==> src/rtl/alu_pkg.sv <==
// Shared definitions for the sequential ALU: opcodes, FSM states and flag bundle.
package alu_pkg;

  localparam int unsigned ALU_WIDTH   = 16;
  localparam int unsigned ALU_SHAMT_W = 4;
  localparam int unsigned OP_W        = 4;

  localparam logic [OP_W-1:0] OP_ADD   = 4'd0;
  localparam logic [OP_W-1:0] OP_SUB   = 4'd1;
  localparam logic [OP_W-1:0] OP_AND   = 4'd2;
  localparam logic [OP_W-1:0] OP_OR    = 4'd3;
  localparam logic [OP_W-1:0] OP_XOR   = 4'd4;
  localparam logic [OP_W-1:0] OP_NOT   = 4'd5;
  localparam logic [OP_W-1:0] OP_MUL   = 4'd6;
  localparam logic [OP_W-1:0] OP_SHIFT = 4'd7;

  typedef enum logic [1:0] {
    ST_IDLE  = 2'd0,
    ST_MUL   = 2'd1,
    ST_SHIFT = 2'd2,
    ST_DONE  = 2'd3
  } state_e;

  typedef struct packed {
    logic zero;
    logic carry;
    logic neg;
    logic ovf;
    logic illegal;
  } alu_flags_t;

endpackage

==> src/rtl/alu_comb_unit.sv <==
// Single-cycle ALU ops (ADD/SUB/AND/OR/XOR/NOT); other opcodes yield all zeros.
module alu_comb_unit
  import alu_pkg::*;
#(
  parameter int unsigned WIDTH = ALU_WIDTH
) (
  input  logic [OP_W-1:0]  op_i,
  input  logic [WIDTH-1:0] a_i,
  input  logic [WIDTH-1:0] b_i,
  output logic [WIDTH-1:0] result_c,
  output logic             carry_c,
  output logic             ovf_c
);

  logic [WIDTH:0] sum_c;
  logic [WIDTH:0] diff_c;

  // Extra top bit carries the carry-out for ADD and the borrow for SUB.
  assign sum_c  = {1'b0, a_i} + {1'b0, b_i};
  assign diff_c = {1'b0, a_i} - {1'b0, b_i};

  always_comb begin
    result_c = '0;
    carry_c  = 1'b0;
    ovf_c    = 1'b0;
    case (op_i)
      OP_ADD: begin
        result_c = sum_c[WIDTH-1:0];
        carry_c  = sum_c[WIDTH];
        ovf_c    = (a_i[WIDTH-1] == b_i[WIDTH-1]) && (sum_c[WIDTH-1] != a_i[WIDTH-1]);
      end
      OP_SUB: begin
        result_c = diff_c[WIDTH-1:0];
        carry_c  = diff_c[WIDTH];
        ovf_c    = (a_i[WIDTH-1] != b_i[WIDTH-1]) && (diff_c[WIDTH-1] != a_i[WIDTH-1]);
      end
      OP_AND:  result_c = a_i & b_i;
      OP_OR:   result_c = a_i | b_i;
      OP_XOR:  result_c = a_i ^ b_i;
      OP_NOT:  result_c = ~a_i;
      default: result_c = '0;
    endcase
  end

endmodule

==> src/rtl/seq_alu.sv <==
// Multi-cycle ALU feeding the accumulator: single-cycle ops via alu_comb_unit,
// iterative shift-add multiply and one-bit-per-cycle shift, registered result/flags.
module seq_alu
  import alu_pkg::*;
#(
  parameter int unsigned WIDTH   = ALU_WIDTH,
  parameter int unsigned SHAMT_W = ALU_SHAMT_W
) (
  input  logic             alu_clk,
  input  logic             alu_rst_n,
  input  logic             alu_start,
  input  logic [OP_W-1:0]  alu_op,
  input  logic [WIDTH-1:0] alu_a,
  input  logic [WIDTH-1:0] alu_b,
  output logic [WIDTH-1:0] alu_result,
  output logic             alu_done,
  output logic             alu_busy,
  output logic             alu_zero,
  output logic             alu_carry,
  output logic             alu_neg,
  output logic             alu_ovf,
  output logic             alu_illegal
);

  localparam int unsigned CNT_W = SHAMT_W + 1;
  localparam int unsigned ACC_W = 2 * WIDTH;

  state_e           state_q, state_d;
  logic [ACC_W-1:0] a_q, a_d;
  logic [ACC_W-1:0] acc_q, acc_d;
  logic [WIDTH-1:0] b_q, b_d;
  logic [CNT_W-1:0] cnt_q, cnt_d;
  logic             dir_q, dir_d;
  logic [WIDTH-1:0] result_q, result_d;
  alu_flags_t       flags_q, flags_d;
  logic             done_q, done_d;
  logic             busy_q, busy_d;

  logic [WIDTH-1:0] comb_result_c;
  logic             comb_carry_c;
  logic             comb_ovf_c;

  logic [ACC_W-1:0] mul_acc_c;
  logic [WIDTH-1:0] sh_in_c;
  logic [WIDTH-1:0] sh_out_c;
  logic             sh_bit_c;

  logic             fin_en_c;
  logic [WIDTH-1:0] fin_result_c;
  logic             fin_carry_c;
  logic             fin_ovf_c;
  logic             fin_illegal_c;

  alu_comb_unit #(.WIDTH(WIDTH)) u_comb (
    .op_i     (alu_op),
    .a_i      (alu_a),
    .b_i      (alu_b),
    .result_c (comb_result_c),
    .carry_c  (comb_carry_c),
    .ovf_c    (comb_ovf_c)
  );

  // One shift-add step and one single-bit shift step, used by their iteration states.
  assign mul_acc_c = acc_q + (b_q[0] ? a_q : '0);
  assign sh_in_c   = a_q[WIDTH-1:0];
  assign sh_out_c  = dir_q ? {sh_in_c[WIDTH-2:0], 1'b0} : {1'b0, sh_in_c[WIDTH-1:1]};
  assign sh_bit_c  = dir_q ? sh_in_c[WIDTH-1] : sh_in_c[0];

  // Next-state, datapath and output update.
  always_comb begin
    state_d       = state_q;
    a_d           = a_q;
    acc_d         = acc_q;
    b_d           = b_q;
    cnt_d         = cnt_q;
    dir_d         = dir_q;
    result_d      = result_q;
    flags_d       = flags_q;
    fin_en_c      = 1'b0;
    fin_result_c  = '0;
    fin_carry_c   = 1'b0;
    fin_ovf_c     = 1'b0;
    fin_illegal_c = 1'b0;

    case (state_q)
      ST_IDLE: begin
        if (alu_start) begin
          a_d             = ACC_W'(alu_a);
          b_d             = alu_b;
          dir_d           = alu_b[SHAMT_W];
          cnt_d           = '0;
          acc_d           = '0;
          flags_d.illegal = 1'b0;
          if (alu_op == OP_MUL) begin
            state_d = ST_MUL;
          end else if (alu_op == OP_SHIFT) begin
            if (alu_b[SHAMT_W-1:0] == '0) begin
              fin_en_c     = 1'b1;
              fin_result_c = alu_a;
            end else begin
              state_d = ST_SHIFT;
              cnt_d   = CNT_W'(alu_b[SHAMT_W-1:0]);
            end
          end else begin
            fin_en_c      = 1'b1;
            fin_result_c  = comb_result_c;
            fin_carry_c   = comb_carry_c;
            fin_ovf_c     = comb_ovf_c;
            fin_illegal_c = (alu_op > OP_SHIFT);
          end
        end
      end
      ST_MUL: begin
        acc_d = mul_acc_c;
        a_d   = a_q << 1;
        b_d   = b_q >> 1;
        cnt_d = cnt_q + CNT_W'(1);
        if (cnt_q == CNT_W'(WIDTH - 1)) begin
          fin_en_c     = 1'b1;
          fin_result_c = mul_acc_c[WIDTH-1:0];
          fin_carry_c  = |mul_acc_c[ACC_W-1:WIDTH];
        end
      end
      ST_SHIFT: begin
        a_d   = ACC_W'(sh_out_c);
        cnt_d = cnt_q - CNT_W'(1);
        if (cnt_q == CNT_W'(1)) begin
          fin_en_c     = 1'b1;
          fin_result_c = sh_out_c;
          fin_carry_c  = sh_bit_c;
        end
      end
      ST_DONE: begin
        state_d = ST_IDLE;
      end
      default: begin
        state_d = ST_IDLE;
      end
    endcase

    // Result and flags are captured only on the edge that enters DONE.
    if (fin_en_c) begin
      state_d         = ST_DONE;
      result_d        = fin_result_c;
      flags_d.zero    = (fin_result_c == '0);
      flags_d.neg     = fin_result_c[WIDTH-1];
      flags_d.carry   = fin_carry_c;
      flags_d.ovf     = fin_ovf_c;
      flags_d.illegal = fin_illegal_c;
    end

    done_d = (state_d == ST_DONE);
    busy_d = (state_d != ST_IDLE);
  end

  always_ff @(posedge alu_clk or negedge alu_rst_n) begin
    if (!alu_rst_n) begin
      state_q  <= ST_IDLE;
      a_q      <= '0;
      acc_q    <= '0;
      b_q      <= '0;
      cnt_q    <= '0;
      dir_q    <= 1'b0;
      result_q <= '0;
      flags_q  <= '0;
      done_q   <= 1'b0;
      busy_q   <= 1'b0;
    end else begin
      state_q  <= state_d;
      a_q      <= a_d;
      acc_q    <= acc_d;
      b_q      <= b_d;
      cnt_q    <= cnt_d;
      dir_q    <= dir_d;
      result_q <= result_d;
      flags_q  <= flags_d;
      done_q   <= done_d;
      busy_q   <= busy_d;
    end
  end

  assign alu_result  = result_q;
  assign alu_done    = done_q;
  assign alu_busy    = busy_q;
  assign alu_zero    = flags_q.zero;
  assign alu_carry   = flags_q.carry;
  assign alu_neg     = flags_q.neg;
  assign alu_ovf     = flags_q.ovf;
  assign alu_illegal = flags_q.illegal;

endmodule

==> config.mk <==
export PLATFORM = sky130hd
export DESIGN_NAME = seq_alu
export DESIGN_NICKNAME = d
export VERILOG_FILES = /design/src/rtl/alu_pkg.sv /design/src/rtl/alu_comb_unit.sv /design/src/rtl/seq_alu.sv
export SDC_FILE = /design/constraint.sdc
export NUM_CORES = 1
export LEC_CHECK = 0
export ABC_AREA = 1
export CAP_MARGIN = 10
export CORE_UTILIZATION = 25
export CTS_CLUSTER_DIAMETER = 50
export DETAILED_ROUTE_END_ITERATION = 10
export DONT_BUFFER_PORTS = 1
export HOLD_SLACK_MARGIN = 0.1
export PLACE_DENSITY = 0.44
export SLEW_MARGIN = 5
export SYNTH_ARGS = -nofsm -noshare
export SYNTH_HDL_FRONTEND = slang
export SYNTH_SLANG_ARGS = --single-unit
==> constraint.sdc <==
create_clock -name alu_clk -period 3 [get_ports alu_clk]
set_clock_uncertainty 0.2 [all_clocks]
set_input_delay 0.6 -clock alu_clk [delete_from_list [all_inputs] [get_ports alu_clk]]
set_output_delay 0.6 -clock alu_clk [all_outputs]
set_load 0.005 [all_outputs]
* After elaboration in Yosys (flattened, before gate mapping) *
Index checks and enable logic that the tools add are counted.

cells by class
  order comparisons = 1
  reduce and logical (&&, ||, !) cells = 16
  eq/ne operators = 18
  $add $sub $neg = 5
  mux-type cells = 54
  bitwise operators = 4

operator list
  kind                                           number
  2-to-1 mux 16 bit                              8
  2-to-1 mux 32 bit                              3
  one-hot mux 16 bit (6 select lines)            1
  one-hot mux 32 bit (3 select lines)            1
  one-hot mux 32 bit (2 select lines)            1
  one-hot mux 16 bit (3 select lines)            1
  adder 32 bit                                   1
  one-hot mux 16 bit (2 select lines)            1
  2-to-1 mux 1 bit                               23
  adder 16 x 16 -> 17 bit                        1
  subtractor 16 x 16 -> 17 bit                   1
  AND 16 bit                                     1
  == test 4 x 3 -> 1 bit, second input constant  4
  logical NOT 16 bit                             1
  inverter 16 bit                                1
  OR 16 bit                                      1
  OR reduction 16 bit                            1
  XOR 16 bit                                     1
  one-hot mux 5 bit (3 select lines)             1
  2-to-1 mux 4 bit                               3
  2-to-1 mux 2 bit                               5
  == test 4 x 2 -> 1 bit, second input constant  2
  logical NOT 4 bit                              2
  AND reduction 2 bit                            4
  19 further kinds                               29

storage, ports and cells
  word-level logic and storage cells = 112
  register bits after elaboration = 111
  output and inout bits = 23
  input port bits = 39

* Logic depth before layout (Yosys ltp) *
Gate-level depths: netlist of run 1.

  depth in word-level cells = 8
  mapped depth = 22
  gate-level depth less buffers = 20

* Modules after synthesis *
A second synthesis of run 1 with hierarchy kept.

unflattened totals
  cell total of the unflattened synthesis = 1857
  area total of the unflattened synthesis = 11352.1 µm²

by module, submodules not included
  module         seq. area each (µm²)  area each (µm²)  times used  cells an instance
  seq_alu        2752.6                8324.2           1           1292
  alu_comb_unit  0.0                   3027.9           1           565

* Worst setup path before layout of run 1 *
OpenSTA, ideal clock, no wires.

  path kind = register to register
  start = register b_q[0]
  end = register flags_q, in the netlist alu_carry
  period minus slack after synthesis = 2891 ps
  library setup time = 122 ps
  cell stages (with the launch flop) = 22
  required time = 2678 ps
  buffers on the path = 3
  setup slack = 109 ps
  arrival = 2569 ps
  cells stage by stage = dfrtp_1 clkbuf_1 clkbuf_1 nand2_1 inv_1 ha_1 fa_1 nand2_1 nand3_1 and2_1 buf_2 a21o_1 nand2_1 nand2_1 nand2_1 nand2_1 nor2_1 nand2_1 nor2_1 nand3_1 nand2_1 a21oi_1

between the ends
  longest elaborated chain between the ends = 5

ends and longest elaborated chain
  item                                RTL line        text
  start: declaration                  seq_alu.sv:31   logic [WIDTH-1:0] b_q, b_d;
  start signal: assignment            seq_alu.sv:161  b_q <= '0;
  start signal: assignment            seq_alu.sv:172  b_q <= b_d;
  2-to-1 mux 32 bit                   seq_alu.sv:64   assign mul_acc_c = acc_q + (b_q[0] ? a_q : '0);
  adder 32 bit                        seq_alu.sv:64
  OR reduction 16 bit                 seq_alu.sv:121  fin_carry_c = |mul_acc_c[ACC_W-1:WIDTH];
  2-to-1 mux 1 bit                    seq_alu.sv:118  if (cnt_q == CNT_W'(WIDTH - 1)) begin
  one-hot mux 1 bit (3 select lines)  seq_alu.sv:85   case (state_q)
  end signal: assignment              seq_alu.sv:176  flags_q <= flags_d;
  end: declaration                    seq_alu.sv:35   alu_flags_t flags_q, flags_d;

No other way between the ends.
A chain may end at the register's enable or synchronous reset.

* Worst setup path after layout of run 1 *
Same ends and word-level chain as after synthesis.

==> run summary, run 1 <==
Status -> finished with violations
Failing checks -> negative hold slack, negative setup slack
Leakage power total -> 7.14 nW
Number of max-cap violations -> 0
WL final -> 44,400 µm
Post-synthesis adder-cell area fraction -> 11.0%
Final Max Slew Viols -> 0
Port bufs -> 0
Diode count -> 0
Met3 WL post-DR -> 2270 µm
Unrepaired setup endpoints after global routing -> true
Ports -> 62
Worst Tran Pin Value -> 638 ps
Vias per cell -> 4.92
Worst Path Required -> 3090 ps
Crit end category -> register
Sequential share of power -> 25.4%
Clock Tree Buf Depth -> 2
Core area -> 0.0423 mm²
Post-route setup slack -> -47.2 ps
Commonest cells post-synth -> nand2_1, inv_1, nand3_1, nor2_1, dfrtp_1
Fin cells -> 2,441
Post-Synth XOR/XNOR Area -> 0.971%
Clock root buffer -> clkbuf_16
Placed Area -> 0.0126 mm²
Setup_tns -> -47.2 ps
Synth Warn # -> 0
M1 wire length -> 21,700 µm
Critical Path AT -> 3140 ps
Met2 Wirelength -> 19,500 µm
Post-layout nets -> 1,991
Sequential area share after synthesis -> 25.4%
Reg clk slew, reported paths -> 90 ps
Count of final hold-check violations -> 110
Worst skew pair latency -> 400 ps
Chip height -> 210 µm
Main flop type after synthesis -> dfrtp_1
Sw Ratio -> 50.0%
VDD IR max -> 0.000511 V
Max Freq -> 328 MHz
Simple-Gate Fraction of Synth Area -> 33.7%
Count leader, synth -> nand2_1
Layout Utilization -> 33.0%
Drt first pass iters -> 5
Hold Crit Class -> input pin to asynchronous set/reset pin
Switching power -> 4.83 mW
Critical path peak fanout -> 6
Initial core utilization -> 25.6%
Die area -> 0.0441 mm²
Synth top area cells -> dfrtp_1, nand2_1, ha_1
Mean Syn Cell Area -> 6.32 µm²
H-tree levels -> 3
Drt wl/cell -> 18.2 µm
Antenna viol nets, final -> 0
Yosys top cell area share -> 25.4%
Post-synthesis cell area -> 0.0108 mm²
Ys async rst share -> 100%
DP HPWL -> 34,800 µm
Largest net degree at the start of global routing -> 111
Kind of critical path -> register to register
# DRC -> 0
Initial antenna violation count -> 0
Logic pwr share -> 61.0%
Setup Viol. Count Final -> 1
Yosys top cell by area -> dfrtp_1
Complex-gate fraction of the synthesized area -> 17.2%
Max Used Layer -> met4
Row count -> 75
PwrDens -> 692 mW/mm²
Rel. slew slack -> 57.4%
Clock power share -> 13.6%
Hold WS -> -301 ps
Multiplexer share of the synthesized area -> 0%
Fill cells -> 4,638
DRT iter0 DRCs -> 923
Syn Nets -> 1,844
Seq cells post-synth -> 110
Layout cells sized above 1 -> 21.2%
Internal power -> 4.83 mW
Largest family of logic cells by synthesized area -> simple AND/OR/NAND/NOR gates
Count of mapped cells out of synthesis -> 1,712
All-Layer GR Usage -> 19.7%
Final period util -> 102%
Startpoint Class -> register
Clk sinks -> 110
DP Worst Slack -> -222 ps
Min cycle time layout -> 3050 ps
Gpl congestion -> 0.922
Grt total ovfl -> 0
Vias -> 12,021
EDFF count, synth -> 0
Vias in the first global route -> 11,480
Die span in x -> 210 µm
Area growth from synthesis to layout -> 29.0%
Final instance area -> 0.0140 mm²
Global-route wire length before repair -> 66,700 µm
Placed Instances -> 2,408
CTS tree -> yes
Yosys cell types -> 46
Cts bufs inserted -> 9
## final cells by class
| class | count | area, µm² | share of cell area (%) |
|---|---|---|---|
| well taps | 577 | 722 | 5.17 |
| clock inverters | 6 | 62.6 | 0.448 |
| repair buffers | 195 | 1550 | 11.1 |
| flip-flops and latches | 110 | 2750 | 19.7 |
| clock buffers | 10 | 229 | 1.64 |
| multi-input cells | 1283 | 7670 | 54.9 |
| inverters | 260 | 976 | 6.99 |
## power by group through the flow
stage | Clock (mW) | Combinational, mW | Sequential [mW]
after floorplan | 0 | 3.33 | 2.25
after global placement | 0 | 5.10 | 2.43
after detailed placement | 0 | 5.13 | 2.43
after CTS | 1.36 | 5.23 | 2.42
after global routing | 1.40 | 6.51 | 2.53
final | 1.31 | 5.89 | 2.46
## critical path, cell delays in order (launching register included)
cell and delay [ps]:
dfrtp_2 510, clkbuf_16 200, nand2_1 60, inv_1 60
ha_4 280, buf_6 110, nand2_2 60, nand3b_1 180
nand2_2 140, nand2_2 90, nand3_4 80, nand3b_1 200
nand2_1 130, nand2_1 60, nand2_2 70, nand2_1 60
nor2_2 150, nand3_2 130, nand2_2 100, a21oi_2 50
## cell families (layout without fill, tap and decap cells)
group,count (synthesis),in the layout
DFF,110,110
AOI/OAI and AO/OA,314,314
buffers and inverters,319,471
xor gates and xnor gates,12,12
adders and majority gates,93,93
and+or+nand+nor,864,864
## state kept, by name (all words and copies together) (netlist names)
register / flops
a_q: 32
acc_q: 32
alu_result: 16
b_q: 16
cnt_q: 5
state_q: 2
alu_busy: 1
alu_carry: 1
alu_done: 1
alu_illegal: 1
alu_ovf: 1
alu_zero: 1
dir_q: 1
## metrics by stage
step           hold slack (ps)  total power [mW]
2_1_floorplan              104              5.59
3_3_place_gp               110              7.53
3_5_place_dp               110              7.57
4_1_cts                   -329              9.00
5_1_grt                   -325              10.4
6_report                  -301              9.66
## cell usage in the layout (no fill, tap or decap), drive strengths merged, types with 10 or more instances in the layout
| cell | synthesis | routed |
|---|---|---|
| a21oi | 90 | 90 |
| a22o | 11 | 11 |
| a31oi | 24 | 24 |
| buf | 31 | 193 |
| clkbuf | 28 | 12 |
| dfrtp | 110 | 110 |
| ha | 90 | 90 |
| inv | 257 | 260 |
| nand2 | 497 | 497 |
| nand3 | 154 | 154 |
| nand4 | 32 | 32 |
| nor2 | 158 | 158 |
| nor3 | 10 | 10 |
| o21ai | 103 | 103 |
| o221ai | 15 | 15 |
| o22ai | 34 | 34 |
| o31ai | 12 | 12 |
## worst paths after layout
path	from	cells after the start	endpoint	slack (ps)
max	b_q[0]	19	alu_carry	-50
min	alu_rst_n	0	acc_q[26]	-300
max reg2reg	b_q[0]	19	alu_carry	-50
min reg2reg	acc_q[29]	2	acc_q[29]	300
max in group asynchronous	alu_rst_n	0	acc_q[16]	2660
min in group alu_clk	alu_b[8]	2	b_q[8]	150
## layer usage
| layer | up-vias | track usage, % |
|---|---|---|
| met3 | 45 | 2.88 |
| met4 | 0 | 5.84 |
| met2 | 312 | 30.2 |
| met5 | - | 0 |
| li1 | 5897 | - |
| met1 | 5767 | 28.3 |
## repair_timing
item | 4_1_cts | 5_1_grt
pin swaps | 1 | 46
setup endpoints to repair | 17 | 10
cloned | 0 | 3
setup buffers | 1 | 13
hold endpoints to repair | 110 | 110
resized for setup | 23 | 188
Power figures use the tool's default switching activity.
==> run 2: changes to the inputs <==
PLACE_DENSITY = 0.42   (was 0.44)
clock period = 3.2 ns   (was 3 ns; I/O delays follow)
==> run 2 against run 1 <==
Against the previous run:
- the run ends with negative hold slack left
- via count down 4.2%
- sequential cell count unchanged
- clock-buffer cell count unchanged
- worst setup slack better by 230 ps
- wire length down 3.9%
- first-iteration DRC count up 7.5%
- critical path type unchanged
- largest cell class unchanged
- highest routed layer unchanged
==> run summary, run 2 (synthesis results as in run 1) <==
Status -> finished with violations
Failing checks -> negative hold slack
Core area -> 0.0423 mm² (unchanged)
Top flop regs -> a_q: 32 flops, acc_q: 32 flops
Fill cells -> 4,726 (+1.9%)
Number of max-cap violations -> 0 (unchanged)
CTS tree -> yes
H-tree levels -> 3 (unchanged)
Gpl congestion -> 0.952 (+3.2%)
Critical Path AT -> 3090 ps (-50 ps)
Vias in the first global route -> 10,908 (-5.0%)
Vias -> 11,517 (-4.2%)
Final period util -> 94.3% (-7.2 points)
Initial core utilization -> 25.6% (unchanged)
All-Layer GR Usage -> 19.6% (-0.12 points)
Worst Path Required -> 3280 ps (+190 ps)
Initial antenna violation count -> 0 (unchanged)
Setup Viol. Count Final -> 0 (-1)
Diode count -> 0 (unchanged)
Port bufs -> 0 (unchanged)
Unrepaired setup endpoints after global routing -> true
Leakage power total -> 6.45 nW (-9.7%)
Commonest non-fill, non-tap cells in the layout -> nand2_1, inv_1, nand3_1
Count of final hold-check violations -> 110 (unchanged)
Clock root buffer -> clkbuf_16
Drt wl/cell -> 18.2 µm (+0.29%)
PwrDens -> 657 mW/mm² (-5.0%)
Layout Utilization -> 29.4% (-3.6 points)
Antenna viol nets, final -> 0 (unchanged)
Post-layout nets -> 1,890 (-5.1%)
Global-route wire length before repair -> 65,700 µm (-1.4%)
Grt total ovfl -> 0 (unchanged)
Final Max Slew Viols -> 0 (unchanged)
Reg clk slew, reported paths -> 90 ps (about the same)
Placed Instances -> 2,323 (-3.5%)
Chip height -> 210 µm (unchanged)
Startpoint Class -> register
Cts bufs inserted -> 9 (unchanged)
VDD IR max -> 0.000650 V (+27%)
Rel. slew slack -> 35.3% (-22 points)
Min cycle time layout -> 3020 ps (-28.5 ps)
Fin cells -> 2,340 (-4.1%)
Area growth from synthesis to layout -> 15.0%
Max Freq -> 331 MHz (+0.95%)
Worst Tran Pin Value -> 969 ps (+331 ps)
Ports -> 62 (unchanged)
Hold WS -> -277 ps (+24.1 ps)
WL final -> 42,700 µm (-3.9%)
Worst skew pair latency -> 400 ps (about the same)
Kind of critical path -> register to register
Hold Crit Class -> input pin to asynchronous set/reset pin
DP HPWL -> 34,500 µm (-0.75%)
Row count -> 75 (unchanged)
Drt first pass iters -> 6 (+1)
Most common cell after layout, fill and taps aside -> nand2_1
Die span in x -> 210 µm (unchanged)
Crit end category -> register
Die area -> 0.0441 mm² (unchanged)
DRT iter0 DRCs -> 992 (+7.5%)
Clk sinks -> 110 (unchanged)
Clock Tree Buf Depth -> 2 (unchanged)
# DRC -> 0 (unchanged)
Critical path peak fanout -> 15 (+9)
Layout cells sized above 1 -> 9.93% (-11 points)
Largest net degree at the start of global routing -> 111 (unchanged)
Vias per cell -> 4.92 (about the same)
[run 2: path summary, 6_finish.rpt]
kind	slack (ps)	from	to	depth (start not counted)
min in group alu_clk	180	alu_b[11]	b_q[11]	2
max in group asynchronous	2860	alu_rst_n	b_q[13]	0
min reg2reg	300	acc_q[3]	acc_q[3]	2
min	-280	alu_rst_n	a_q[29]	0
max reg2reg	180	b_q[0]	alu_carry	16
max	180	b_q[0]	alu_carry	16
[run 2: cell type report]
cell class	count	area (µm²)	share of cell area, %
tap	577	722	5.80
multi-input combinational	1283	6970	55.9
clock inverter	6	87.6	0.703
clock buffer	10	229	1.84
sequential	110	2750	22.1
timing repair buffer	94	718	5.77
inverter	260	976	7.84
[run 2: per-layer routing]
layer / up-vias / share of wire (%) / global-route usage (%)
li1: 5692 / - / -
met1: 5437 / 50 / 29.0
met2: 340 / 41 / 28.0
met3: 48 / 6.1 / 2.83
met4: 0 / 3.0 / 7.95
met5: - / 0 / 0
[run 2: worst max-delay path: stages, from the launching register on]
cell and delay, ps:
dfrtp_1 430, buf_12 160, nand2_1 60, inv_1 60, ha_1 340, a21oi_1 280, o21ai_0 220, a21oi_2 250
nand3_1 100, nand2_1 60, nand2_1 120, nor2_1 140, nand2_1 130, nor2_2 140, nand3_1 80, nand2_1 60
a21oi_1 50
[run 2: what timing repair did]
action | 4_1_cts | 5_1_grt
resized for setup | 1 | 48
pin swaps | 0 | 1
setup endpoints to repair | 1 | 18
endpoints found under the hold margin | 110 | 110
setup buffers | 0 | 1
[run 2: per-stage QoR]
step	setup WS, ps	area [µm²]	setup TNS, ps	total power, mW	hold WS [ps]
after CTS	72.4	12300	0	8.11	-300
final	181	12500	0	8.18	-277
after global routing	-47.3	12500	-51.9	8.88	-299
after global placement	-79.1	12000	-136	6.76	148
after floorplan	309	10800	0	5.24	144
after detailed placement	-85.1	12000	-85.5	6.76	148
[run 2: where the power goes]
| group | internal [mW] | total [mW] | switching (mW) |
|---|---|---|---|
| sequential | 1.86 | 2.24 | 0.379 |
| combinational | 1.50 | 4.63 | 3.13 |
| clock | 0.633 | 1.31 | 0.680 |
